--- src/rtl/imm_pkg.sv ---
// Shared constants for the decode-stage immediate generator.
// Holds RV base opcodes, the 3-bit format encoding reported on out_fmt,
// and the OP-IMM funct3 values that select shift-amount immediates.
package imm_pkg;

    // Base opcodes (instr[6:0])
    localparam logic [6:0] OPC_OP_IMM = 7'b0010011;
    localparam logic [6:0] OPC_LOAD   = 7'b0000011;
    localparam logic [6:0] OPC_JALR   = 7'b1100111;
    localparam logic [6:0] OPC_STORE  = 7'b0100011;
    localparam logic [6:0] OPC_BRANCH = 7'b1100011;
    localparam logic [6:0] OPC_LUI    = 7'b0110111;
    localparam logic [6:0] OPC_AUIPC  = 7'b0010111;
    localparam logic [6:0] OPC_JAL    = 7'b1101111;
    localparam logic [6:0] OPC_OP     = 7'b0110011;

    // Format codes
    localparam logic [2:0] FMT_R     = 3'd0;
    localparam logic [2:0] FMT_I     = 3'd1;
    localparam logic [2:0] FMT_SHAMT = 3'd2;
    localparam logic [2:0] FMT_S     = 3'd3;
    localparam logic [2:0] FMT_B     = 3'd4;
    localparam logic [2:0] FMT_U     = 3'd5;
    localparam logic [2:0] FMT_J     = 3'd6;
    localparam logic [2:0] FMT_NONE  = 3'd7;

    // OP-IMM funct3 values carrying a shift amount (SLLI, SRLI/SRAI)
    localparam logic [2:0] F3_SLL = 3'b001;
    localparam logic [2:0] F3_SR  = 3'b101;

endpackage

--- src/rtl/imm_decode.sv ---
// Combinational immediate decoder.
// Ports:
//   instr   in  32    raw instruction word
//   imm     out XLEN  sign/zero-extended immediate
//   fmt     out 3     format code (FMT_*)
//   illegal out 1     opcode not recognised
module imm_decode
    import imm_pkg::*;
#(
    parameter int unsigned XLEN = 32
) (
    input  logic [31:0]     instr,
    output logic [XLEN-1:0] imm,
    output logic [2:0]      fmt,
    output logic            illegal
);

    // RV64 shifts use a 6-bit shamt, RV32 a 5-bit one.
    localparam logic [31:0] SHAMT_MASK = (XLEN == 64) ? 32'h0000_003F : 32'h0000_001F;

    logic [6:0]  opcode;
    logic [2:0]  funct3;
    logic [31:0] imm32;

    assign opcode = instr[6:0];
    assign funct3 = instr[14:12];

    always_comb begin
        imm32   = '0;
        fmt     = FMT_NONE;
        illegal = 1'b0;
        case (opcode)
            OPC_OP_IMM: begin
                if (funct3 == F3_SLL || funct3 == F3_SR) begin
                    fmt   = FMT_SHAMT;
                    imm32 = {26'b0, instr[25:20]} & SHAMT_MASK;
                end else begin
                    fmt   = FMT_I;
                    imm32 = {{20{instr[31]}}, instr[31:20]};
                end
            end
            OPC_LOAD, OPC_JALR: begin
                fmt   = FMT_I;
                imm32 = {{20{instr[31]}}, instr[31:20]};
            end
            OPC_STORE: begin
                fmt   = FMT_S;
                imm32 = {{20{instr[31]}}, instr[31:25], instr[11:7]};
            end
            OPC_BRANCH: begin
                fmt   = FMT_B;
                imm32 = {{19{instr[31]}}, instr[31], instr[7], instr[30:25], instr[11:8], 1'b0};
            end
            OPC_LUI, OPC_AUIPC: begin
                fmt   = FMT_U;
                imm32 = {instr[31:12], 12'b0};
            end
            OPC_JAL: begin
                fmt   = FMT_J;
                imm32 = {{11{instr[31]}}, instr[31], instr[19:12], instr[20], instr[30:21], 1'b0};
            end
            OPC_OP: begin
                fmt   = FMT_R;
                imm32 = '0;
            end
            default: begin
                fmt     = FMT_NONE;
                illegal = 1'b1;
            end
        endcase
    end

    // imm32 is already sign-extended to bit 31; shamt values have bit 31 clear,
    // so one signed widening covers every format.
    assign imm = XLEN'($signed(imm32));

endmodule

--- src/rtl/imm_gen_pipe.sv ---
// Pipelined immediate generator: decodes instr, registers the result behind a
// valid/ready handshake with a one-entry skid buffer (2 entries total).
// Ports:
//   clk, rst_n            clock, synchronous active-low reset
//   flush                 drop both in-flight entries and the current input
//   in_valid/in_ready     input handshake; in_ready is registered (!skid full)
//   in_instr, in_tag      instruction word and sideband tag
//   out_valid/out_ready   output handshake
//   out_imm/out_fmt/out_illegal/out_tag  presented entry
//   illegal_cnt           saturating count of illegal entries transferred out
module imm_gen_pipe
    import imm_pkg::*;
#(
    parameter int unsigned XLEN  = 32,
    parameter int unsigned TAG_W = 5,
    parameter int unsigned CNT_W = 16
) (
    input  logic             clk,
    input  logic             rst_n,
    input  logic             flush,
    input  logic             in_valid,
    output logic             in_ready,
    input  logic [31:0]      in_instr,
    input  logic [TAG_W-1:0] in_tag,
    output logic             out_valid,
    input  logic             out_ready,
    output logic [XLEN-1:0]  out_imm,
    output logic [2:0]       out_fmt,
    output logic             out_illegal,
    output logic [TAG_W-1:0] out_tag,
    output logic [CNT_W-1:0] illegal_cnt
);

    logic [XLEN-1:0] dec_imm;
    logic [2:0]      dec_fmt;
    logic            dec_illegal;

    imm_decode #(
        .XLEN(XLEN)
    ) u_decode (
        .instr  (in_instr),
        .imm    (dec_imm),
        .fmt    (dec_fmt),
        .illegal(dec_illegal)
    );

    // Output register
    logic             out_valid_q,   out_valid_d;
    logic [XLEN-1:0]  out_imm_q,     out_imm_d;
    logic [2:0]       out_fmt_q,     out_fmt_d;
    logic             out_illegal_q, out_illegal_d;
    logic [TAG_W-1:0] out_tag_q,     out_tag_d;

    // Skid register
    logic             skid_valid_q,   skid_valid_d;
    logic [XLEN-1:0]  skid_imm_q,     skid_imm_d;
    logic [2:0]       skid_fmt_q,     skid_fmt_d;
    logic             skid_illegal_q, skid_illegal_d;
    logic [TAG_W-1:0] skid_tag_q,     skid_tag_d;

    logic [CNT_W-1:0] cnt_q, cnt_d;

    logic in_fire;
    logic out_fire;
    logic out_load;

    assign in_ready = !skid_valid_q;
    assign in_fire  = in_valid && in_ready;
    assign out_fire = out_valid_q && out_ready;
    assign out_load = !out_valid_q || out_ready;

    always_comb begin
        out_valid_d    = out_valid_q;
        out_imm_d      = out_imm_q;
        out_fmt_d      = out_fmt_q;
        out_illegal_d  = out_illegal_q;
        out_tag_d      = out_tag_q;
        skid_valid_d   = skid_valid_q;
        skid_imm_d     = skid_imm_q;
        skid_fmt_d     = skid_fmt_q;
        skid_illegal_d = skid_illegal_q;
        skid_tag_d     = skid_tag_q;
        cnt_d          = cnt_q;

        if (flush) begin
            // Flush wins over transfers: nothing leaves, nothing is counted.
            out_valid_d  = 1'b0;
            skid_valid_d = 1'b0;
        end else begin
            if (out_fire && out_illegal_q && (cnt_q != {CNT_W{1'b1}})) begin
                cnt_d = cnt_q + CNT_W'(1);
            end

            if (out_load) begin
                if (skid_valid_q) begin
                    // in_ready is low whenever the skid is full, so no input
                    // can compete with the drain.
                    out_valid_d   = 1'b1;
                    out_imm_d     = skid_imm_q;
                    out_fmt_d     = skid_fmt_q;
                    out_illegal_d = skid_illegal_q;
                    out_tag_d     = skid_tag_q;
                    skid_valid_d  = 1'b0;
                end else begin
                    out_valid_d = in_fire;
                    if (in_fire) begin
                        out_imm_d     = dec_imm;
                        out_fmt_d     = dec_fmt;
                        out_illegal_d = dec_illegal;
                        out_tag_d     = in_tag;
                    end
                end
            end else if (in_fire) begin
                // Output is stalled; park the new entry.
                skid_valid_d   = 1'b1;
                skid_imm_d     = dec_imm;
                skid_fmt_d     = dec_fmt;
                skid_illegal_d = dec_illegal;
                skid_tag_d     = in_tag;
            end
        end
    end

    always_ff @(posedge clk) begin
        if (!rst_n) begin
            out_valid_q    <= 1'b0;
            out_imm_q      <= '0;
            out_fmt_q      <= '0;
            out_illegal_q  <= 1'b0;
            out_tag_q      <= '0;
            skid_valid_q   <= 1'b0;
            skid_imm_q     <= '0;
            skid_fmt_q     <= '0;
            skid_illegal_q <= 1'b0;
            skid_tag_q     <= '0;
            cnt_q          <= '0;
        end else begin
            out_valid_q    <= out_valid_d;
            out_imm_q      <= out_imm_d;
            out_fmt_q      <= out_fmt_d;
            out_illegal_q  <= out_illegal_d;
            out_tag_q      <= out_tag_d;
            skid_valid_q   <= skid_valid_d;
            skid_imm_q     <= skid_imm_d;
            skid_fmt_q     <= skid_fmt_d;
            skid_illegal_q <= skid_illegal_d;
            skid_tag_q     <= skid_tag_d;
            cnt_q          <= cnt_d;
        end
    end

    assign out_valid   = out_valid_q;
    assign out_imm     = out_imm_q;
    assign out_fmt     = out_fmt_q;
    assign out_illegal = out_illegal_q;
    assign out_tag     = out_tag_q;
    assign illegal_cnt = cnt_q;

endmodule

--- config.mk ---
export PLATFORM = sky130hd
export DESIGN_NAME = imm_gen_pipe
export DESIGN_NICKNAME = d
export VERILOG_FILES = /design/src/rtl/imm_pkg.sv /design/src/rtl/imm_decode.sv /design/src/rtl/imm_gen_pipe.sv
export SDC_FILE = /design/constraint.sdc
export NUM_CORES = 1
export LEC_CHECK = 0
export ABC_CLOCK_PERIOD_IN_PS = 5200
export BUFFER_PORTS_ARGS = -buffer_cell sky130_fd_sc_hd__buf_4
export CAP_MARGIN = 0
export CELL_PAD_IN_SITES_DETAIL_PLACEMENT = 1
export CELL_PAD_IN_SITES_GLOBAL_PLACEMENT = 1
export CORE_MARGIN = 3
export CORE_UTILIZATION = 38
export CTS_BUF_LIST = sky130_fd_sc_hd__clkbuf_16
export DETAILED_ROUTE_END_ITERATION = 8
export HOLD_SLACK_MARGIN = 0.05
export PLACE_DENSITY_LB_ADDON = 0.1
export SYNTH_ARGS = -nofsm -noshare
export SYNTH_HDL_FRONTEND = slang
export SYNTH_SLANG_ARGS = --single-unit
--- constraint.sdc ---
create_clock -name clk -period 5.2 [get_ports clk]
set_input_delay 0.26 -clock clk [delete_from_list [all_inputs] [get_ports clk]]
set_output_delay 0.26 -clock clk [all_outputs]
set_load 0.05 [all_outputs]
==> key figures, run 1 <==
Clocking
  – Hold Buf Count CTS: 0
  – Post-CTS setup buffers: 0
  – CTS tree: yes
  – Number of buffers created by CTS: 9
  – Worst-Skew Late Latency: 350 ps
  – Clock buffer depth: 2
  – Max H-tree Level: 3
  – Clock Tree Root: clkbuf_16
  – Clock slew at reported path FFs: 60 ps
  – # clock sinks: 100
  – Cells resized by post-CTS repair: 0

Critical path
  – Peak per-stage delay on the critical path: 760 ps
  – CP Max Fanout: 32
  – Buf/Inv on CP: 1
  – Worst Path Arrival: 2720 ps
  – Worst path cell trace: nor2b_1 > nor3_2 > buf_4 > nand3_1 > o221ai_1
  – R2R setup slack: 2730 ps
  – Data required time at the worst endpoint: 5460 ps
  – Crit Reg-Reg Startpoint: out_valid$_SDFFE_PP0P_
  – Startpoint Class: register
  – RR Endpoint: out_imm[1]$_SDFFE_PN0P_
  – R2r worst-path depth: 5
  – Delay-heaviest family, CP: simple AND/OR/NAND/NOR gates
  – Slowest cell on crit path: nor3_2
  – Crit Path Class: register to register
  – CP Capture Type: register

Pwr
  – Power per Cell Area: 298 nW/um2
  – Leak Pwr: 2.19 nW
  – Reg power frac: 47.3%
  – Clk pwr share: 39.1%
  – Internal power: 1.23 mW
  – Comb pwr share: 13.6%
  – Sw frac: 27.2%
  – Psw: 0.461 mW
  – Peak VDD IR: 0.139 mV

Cells and area
  – Ant diodes: 0
  – Fin cells: 760
  – Share of cells above drive strength 1: 23.3%
  – Area Growth Syn to Fin: 22.4%
  – Nets: 655
  – Multi-input logic area: 2400 um2
  – Fillers: 1393
  – Design Area, Final: 5680 um2
  – FF+latch area: 2000 um2

Logic synthesis
  – Largest area contributor in the netlist: dfxtp_1
  – Cells after Synth: 542
  – Synthesized area: 4640 um2
  – Mapped Avg Cell Area: 8.56 um2
  – Distinct cell type count after synthesis: 67
  – Main synth FF type: dfxtp_1
  – Top post-synthesis cells by area: dfxtp_1 43%, o21ai_0 6.9%, nand2_1 4.6%
  – Synth Net Count: 585
  – Synth warn: 0
  – Share of the synthesized area in the top cell type: 43.1%
  – Post-synth EDFFs: 0
  – Synth Register Bits: 100
  – Ys async rst share: 0%
  – Seq/Total Area, Yosys: 43.1%

GRT
  – Initial antenna violation count: 0
  – First-pass GRT wire length: 22.3 mm
  – Overflow left after global routing: 0
  – Largest net degree at the start of global routing: 77
  – Vias in the first global route: 4355
  – All-Layer GR Usage: 20.8%

Die
  – Rows: 39
  – Die span in y: 116 um
  – Core Footprint: 11700 um2
  – Die Span X: 116 um
  – Io pins: 101
  – Initial Util: 39.8%
  – Die Area: 13600 um2

Routing
  – DRT iter0 DRCs: 281
  – Final ANT Viol Nets: 0
  – Vias: 4404
  – Wirelength per Cell: 18.2 um
  – Final WL: 13.8 mm
  – First-pass iteration count of the detailed router: 4
  – Vias per cell: 5.79
  – # DRC: 0

Worst hold path
  – Worst hold path type: input port to register
  – Hold Path Origin: flush
  – Worst Hold Endpoint: out_valid$_SDFFE_PP0P_
  – WHS Path Cells: 2

Place
  – Placed instance area: 5400 um2
  – Placed cell count: 744
  – Hpwl dp: 9.77 mm
  – IO buf count: 100
  – GPL Wtd Cong: 0.828

Timing
  – Final min period: 2470 ps
  – RSZ-0062 raised after global routing: no
  – Worst-Margin Slew: 995 ps
  – Max Slew Vio Count: 0
  – Crit share post-route: 47.4%
  – Fin Setup TNS: 0 ps
  – Max Freq: 0.405 GHz
  – Setup-failing EPs final: 0
  – Layout Skew: 6.18 ps
  – Slew headroom: 32.9%
  – Final Hold Viols: 0

Flow run
  – Max-Cap Viols: 0

Run status
  – Status: finished clean
-- power groups by stage --
stage | clock, mW | sequential [mW] | combinational [mW]
6_report | 0.661 | 0.800 | 0.231
5_1_grt | 0.712 | 0.802 | 0.250
3_5_place_dp | 0 | 0.817 | 0.232
4_1_cts | 0.673 | 0.800 | 0.233
3_3_place_gp | 0 | 0.816 | 0.228
2_1_floorplan | 0 | 0.878 | 0.0871
-- cells by family after synthesis --
group           count (synthesis)  share of synthesized area [%]
flops                         100                           43.1
buf+inv                        53                           5.20
xor+xnor                       10                           1.89
fa+ha+maj                       1                          0.270
mux                             8                           1.73
simple gates                  182                           21.1
compound gates                188                           26.6
-- metrics by stage --
step | util [%] | hold slack, ps | worst slack, ps | total power [mW]
global placement | 46.3 | 436 | 2740 | 1.04
floorplan | - | 339 | 2970 | 0.965
detailed placement | 46.3 | 449 | 2720 | 1.05
finish | 48.7 | 151 | 2730 | 1.69
CTS | 48.7 | 146 | 2700 | 1.71
global route | 48.7 | 156 | 2520 | 1.76
-- routing by layer --
layer / track usage [%] / wire length, um / vias up
li1: - / - / 2133
met4: 7.27 / 210 / 0
met3: 3.63 / 654 / 16
met2: 35.2 / 6740 / 112
met5: 0 / 0 / -
met1: 26.6 / 6240 / 2143
-- registers in the layout, indices dropped and copies added (netlist names) --
signal          flops
illegal_cnt        16
out_fmt             3
out_illegal         1
out_imm            32
out_tag             5
out_valid           1
skid_fmt_q          3
skid_illegal_q      1
skid_imm_q         32
skid_tag_q          5
skid_valid_q        1
-- worst max-delay path by stage --
stage,start,to,slack (ps),cells past startpoint
after floorplan,illegal_cnt[0]$_SDFFE_PN0P_,illegal_cnt[3]$_SDFFE_PN0P_,2970,6
after global placement,flush,skid_imm_q[12]$_SDFFE_PN0P_,2740,5
after detailed placement,out_valid$_SDFFE_PP0P_,out_imm[1]$_SDFFE_PN0P_,2720,5
after CTS,out_valid$_SDFFE_PP0P_,out_imm[1]$_SDFFE_PN0P_,2700,5
after global routing,out_valid$_SDFFE_PP0P_,skid_imm_q[15]$_SDFFE_PN0P_,2520,4
final,out_valid$_SDFFE_PP0P_,out_imm[1]$_SDFFE_PN0P_,2730,5
-- cell usage after synthesis, types with 4 or more instances --
master,n
o211ai_1,4
nor2_1,34
inv_1,5
nand2_1,57
a221oi_1,8
clkbuf_1,30
dfxtp_1,100
a31oi_1,14
nor3_1,9
mux2i_1,8
xnor2_1,9
nand3_1,41
a22oi_1,4
a211o_1,7
buf_2,11
o221ai_1,5
nor3b_1,6
o41ai_1,6
o21ai_0,64
a21oi_1,41
a32o_1,7
a211oi_1,11
-- cell type report --
type                    count  share of cell area [%]
multi-input cells         389                    42.3
flip-flops and latches    100                    35.2
repair buffers            105                    13.9
clock buffers               9                    3.96
well taps                 143                    3.15
clock inverters             7                    1.04
inverters                   7                   0.463
-- layout by cell type, fill, tap and decap left out, types with 3 or more instances in the layout --
cell / instances
buf_4: 105
dfxtp_1: 100
o21ai_0: 64
nand2_1: 57
a21oi_1: 41
nand3_1: 41
nor2_1: 34
a31oi_1: 14
a211oi_1: 11
xnor2_1: 9
clkbuf_16: 9
nor3_1: 8
mux2i_1: 8
a221oi_1: 8
a32o_1: 7
a211o_1: 7
nor3b_1: 6
inv_1: 6
o41ai_1: 6
o221ai_1: 5
clkinv_2: 5
a22oi_1: 4
o211ai_1: 4
nor2b_1: 3
nand2b_1: 3
or3_1: 3
and4_1: 3
Note: power is estimated with default switching activity, not from simulation.
==> run 2: changes to the inputs <==
ABC_CLOCK_PERIOD_IN_PS = 2100   (was 5200)
CORE_UTILIZATION = 36   (was 38)
clock period = 2.1 ns   (was 5.2 ns; I/O delays follow)
==> run 2 against run 1 <==
  * First-iteration DRC count decreased by 30%
  * Wire length increased by 4.6%
  * Via count increased by 3.0%
  * Register-to-register slack got worse by 2500 ps
  * Global-route usage decreased by 0.14 points
  * Largest cell class unchanged
  * Highest routed layer unchanged
==> key figures, run 2 (synthesized netlist as in run 1, its figures left out) <==
Flow run
  – Max-Cap Viols: 0

Critical path
  – CP Max Fanout: 8
  – Worst path cell trace: dlygate4sd3_1 > buf_4 > nor2b_1 > nor2_1 > o21a_2 > a211oi_4 > a221oi_1
  – Peak per-stage delay on the critical path: 540 ps
  – Worst Path Arrival: 2210 ps
  – Startpoint Class: input port
  – Slowest cell on crit path: dlygate4sd3_1
  – CP Capture Type: register
  – Data required time at the worst endpoint: 2300 ps
  – Crit Path Class: input port to register

Routing
  – Vias: 4538
  – First-pass iteration count of the detailed router: 5
  – Wirelength per Cell: 17.7 um
  – Final ANT Viol Nets: 0
  – Final WL: 14.5 mm
  – # DRC: 0
  – DRT iter0 DRCs: 198
  – Vias per cell: 5.55

Clocking
  – Number of buffers created by CTS: 9
  – Clock buffer depth: 2
  – Clock Tree Root: clkbuf_16
  – CTS tree: yes
  – Worst-Skew Late Latency: 360 ps
  – # clock sinks: 100
  – Max H-tree Level: 3
  – Clock slew at reported path FFs: 70 ps
  – Cells resized by post-CTS repair: 0

Die
  – Io pins: 101
  – Die Area: 14300 um2
  – Initial Util: 37.7%
  – Die Span X: 120 um
  – Die span in y: 120 um
  – Core Footprint: 12300 um2
  – Rows: 40

Timing
  – Layout Skew: 5.81 ps
  – Setup ws final: 93.0 ps
  – Max Freq: 0.498 GHz
  – Crit share post-route: 95.6%
  – Slew headroom: 46.1%
  – Worst-Margin Slew: 808 ps
  – Final Hold Viols: 0
  – Fin Setup TNS: 0 ps
  – Final min period: 2010 ps
  – RSZ-0062 raised after global routing: no
  – Max Slew Vio Count: 0
  – Setup-failing EPs final: 0

Run status
  – Status: finished clean

Place
  – GPL Wtd Cong: 0.822
  – Hpwl dp: 10.1 mm
  – Worst slack at placement: 271 ps
  – IO buf count: 100

Cells and area
  – Most frequent cells in the layout: 119 x buf_4, 98 x dfxtp_1, 64 x o21ai_0, 57 x nand2_1
  – Area Growth Syn to Fin: 29.7%
  – Fillers: 1487
  – Ant diodes: 0
  – Nets: 688
  – Share of cells above drive strength 1: 24.5%
  – Most common cell after layout, fill and taps aside: buf_4

Worst hold path
  – Worst hold path type: input port to register

GRT
  – Largest net degree at the start of global routing: 40
  – Overflow left after global routing: 0
  – Initial antenna violation count: 0
  – All-Layer GR Usage: 20.6%
  – Vias in the first global route: 4677
  – First-pass GRT wire length: 24.0 mm

Pwr
  – Power per Cell Area: 705 nW/um2
  – Leak Pwr: 2.34 nW
  – Peak VDD IR: 0.444 mV
==> run 2: cell count changes in the layout (fill, tap and decap cells not counted), sizes merged <==
cell,previous run,this run
dlygate4sd3,0,18
buf,105,120
clkinv,6,5
clkinvlp,0,1
==> run 2: repair_timing <==
action	in CTS	in global routing
hold buffers	18	0
buffers inserted	0	0
hold endpoints to repair	24	0
==> run 2: path summary, 6_finish.rpt <==
| kind | start | end | slack (ps) | depth (start not counted) |
|---|---|---|---|---|
| max | in_instr[13] | out_imm[15]$_SDFFE_PN0P_ | 90 | 7 |
| min reg2reg | skid_imm_q[11]$_SDFFE_PN0P_ | skid_imm_q[11]$_SDFFE_PN0P_ | 450 | 2 |
| max reg2reg | out_valid$_SDFFE_PP0P_ | out_imm[4]$_SDFFE_PN0P_ | 230 | 6 |
| min | in_instr[22] | skid_imm_q[22]$_SDFFE_PN0P_ | 70 | 3 |
==> run 2: power by group <==
part           switching (mW)  internal (mW)  leakage (nW)
Clock                   0.741          0.907         0.141
Combinational           0.398          0.220          1.38
Sequential             0.0301           1.95         0.813
Total                    1.17           3.08          2.34
==> run 2: metrics by stage <==
step           std cells  power (mW)  hold WS [ps]  instance area [um2]  util, %
2_1_floorplan        542        2.39           184                 4640        -
3_3_place_gp         784        2.60           359                 5560     45.1
3_5_place_dp         784        2.61           359                 5560     45.1
4_1_cts              818        4.28          57.2                 6020     48.9
5_1_grt              818        4.41          69.2                 6020     48.9
6_report             818        4.25          66.3                 6020     48.9
==> run 2: per-layer routing <==
| layer | wire length [um] | vias up | global-route usage, % |
|---|---|---|---|
| met5 | 0 | - | 0 |
| met4 | 249 | 0 | 7.23 |
| met3 | 524 | 18 | 3.68 |
| met2 | 6850 | 82 | 34.2 |
| met1 | 6860 | 2230 | 27.0 |
| li1 | - | 2208 | - |
==> run 2: final cells by class <==
type,count,area [um2],area share [%]
Clock buffer,9,225,3.74
Multi-Input combinational cell,389,2400,39.9
Sequential cell,100,2000,33.3
Tap cell,168,210,3.49
Timing Repair Buffer,138,1090,18.2
Inverter,7,26.3,0.436
Clock inverter,7,58.8,0.977
==> run 2: critical path, delay by kind of cell <==
family                 cells  cell delay, ps
AND/OR/NAND/NOR            2             450
AO/OA/AOI/OAI              3             970
buffers and inverters      2             680
==> run 3: changes to the inputs <==
ABC_CLOCK_PERIOD_IN_PS = 2000   (was 2100)
CORE_UTILIZATION = 38   (was 36)
clock period = 2 ns   (was 2.1 ns; I/O delays follow)
==> run 3 against run 2 <==
  * Total power grew 1.3%
  * Core utilization grew 2.6 points
  * Design area shrank 0.33%
  * Wire length shrank 1.2%
  * Sequential power grew 5%
==> key figures, run 3 (synthesized netlist as in run 1, its figures left out) <==
Run status
  – Status: finished clean

Cells and area
  – Ant diodes: 0
  – Share of cells above drive strength 1: 26.3%
  – Most frequent cells in the layout: 119 x buf_4, 89 x dfxtp_1, 64 x o21ai_0, 57 x nand2_1
  – Nets: 689
  – Most common cell after layout, fill and taps aside: buf_4
  – Fillers: 1359
  – Area Growth Syn to Fin: 29.3%

Pwr
  – Leak Pwr: 2.34 nW
  – Overall Power: 4.30 mW
  – Peak VDD IR: 0.417 mV
  – Power per Cell Area: 717 nW/um2

Critical path
  – Peak per-stage delay on the critical path: 450 ps
  – Data required time at the worst endpoint: 2240 ps
  – Startpoint Class: register
  – Slowest cell on crit path: nor4_4
  – CP Capture Type: register
  – R2R setup slack: 140 ps
  – Buf/Inv on CP: 0
  – Crit Path Class: register to register
  – Delay-heaviest family, CP: simple AND/OR/NAND/NOR gates
  – Worst Path Arrival: 2100 ps
  – Worst path cell trace: ha_1 > nand3_1 > nor4_4 > a31oi_4 > and4_1 > mux2i_1
  – CP Max Fanout: 6

Die
  – Die Span X: 116 um
  – Die Area: 13600 um2
  – Initial Util: 39.8%
  – Rows: 39
  – Die span in y: 116 um
  – Core Footprint: 11700 um2
  – Io pins: 101

Routing
  – Vias per cell: 5.65
  – Final WL: 14.3 mm
  – Final ANT Viol Nets: 0
  – Vias: 4487
  – Wirelength per Cell: 18.0 um
  – # DRC: 0
  – First-pass iteration count of the detailed router: 4
  – DRT iter0 DRCs: 210

Place
  – IO buf count: 100
  – Hpwl dp: 10.3 mm
  – GPL Wtd Cong: 0.867

Clocking
  – Max H-tree Level: 3
  – Clock Tree Root: clkbuf_16
  – # clock sinks: 100
  – Worst-Skew Late Latency: 350 ps
  – Clock buffer depth: 2
  – Number of buffers created by CTS: 9
  – Clock slew at reported path FFs: 70 ps
  – CTS tree: yes
  – Post-CTS setup buffers: 0

Timing
  – Fin Setup TNS: 0 ps
  – Final Hold Viols: 0
  – Final min period: 1860 ps
  – Slew headroom: 61.9%
  – Layout Skew: 5.04 ps
  – Setup-failing EPs final: 0
  – RSZ-0062 raised after global routing: no
  – Max Freq: 0.537 GHz
  – Fin Hold WS: 63.7 ps
  – Max Slew Vio Count: 0
  – Crit share post-route: 93.1%
  – Worst-Margin Slew: 567 ps

Worst hold path
  – Worst hold path type: input port to register

GRT
  – Overflow left after global routing: 0
  – All-Layer GR Usage: 22.1%
  – First-pass GRT wire length: 23.7 mm
  – Vias in the first global route: 4731
  – Largest net degree at the start of global routing: 39
  – Initial antenna violation count: 0

Flow run
  – Max-Cap Viols: 0
run 3: changes by cell type in the layout (fill, tap and decap cells not counted):
| cell | delta |
|---|---|
| nor2b_1 | -2 |
| nor2b_2 | +2 |
| clkinv_1 | +1 |
| inv_1 | -1 |
| dfxtp_2 | +9 |
| buf_12 | +1 |
| dfxtp_1 | -9 |
| bufinv_16 | -1 |
| clkinv_2 | +1 |
run 3: report_power, final:
group,total (mW),switching [mW],internal [mW]
registers,2.08,0.0325,2.05
clock network,1.57,0.747,0.824
logic,0.651,0.415,0.236
total,4.30,1.19,3.11
run 3: final cells by class:
class / instances / area, um2 / share of cell area (%)
well taps: 143 / 179 / 2.98
flip-flops and latches: 100 / 2020 / 33.6
clock inverters: 7 / 33.8 / 0.563
multi-input cells: 389 / 2410 / 40.1
inverters: 7 / 26.3 / 0.438
clock buffers: 9 / 225 / 3.75
repair buffers: 139 / 1110 / 18.6
run 3: repair_timing:
action | CTS | global route
resized for setup | 0 | 2
endpoints found under the setup margin | 0 | 19
hold endpoints to repair | 21 | 0
hold buffers | 18 | 0
run 3: routing by layer:
layer	global-route usage (%)	vias up	routed length (um)
li1	-	2215	-
met1	28.1	2169	6500
met2	38.3	87	7010
met3	3.26	16	570
met4	7.50	0	225
met5	0	-	0
run 3: per-stage QoR:
step                      instances  util [%]  area, um2  setup WS [ps]
after floorplan                 542         -       4650           3.68
after global placement          760      47.6       5560            231
after detailed placement        760      47.6       5560            146
after CTS                       794      51.4       5990           85.2
after global routing            794      51.4       6000           4.36
final                           794      51.4       6000            138
run 3: final timing paths:
path	start	end	cells after the start
setup / recovery	illegal_cnt[0]$_SDFFE_PN0P_	illegal_cnt[3]$_SDFFE_PN0P_	6
hold / removal	in_instr[19]	skid_imm_q[19]$_SDFFE_PN0P_	3
setup reg to reg	illegal_cnt[0]$_SDFFE_PN0P_	illegal_cnt[3]$_SDFFE_PN0P_	6
hold reg to reg	skid_tag_q[4]$_SDFFE_PN0P_	skid_tag_q[4]$_SDFFE_PN0P_	2
run 3: tightest hold or removal path, cell delays in order:
cell and delay (ps):
buf_4 110, nand2_1 70, a21oi_1 80
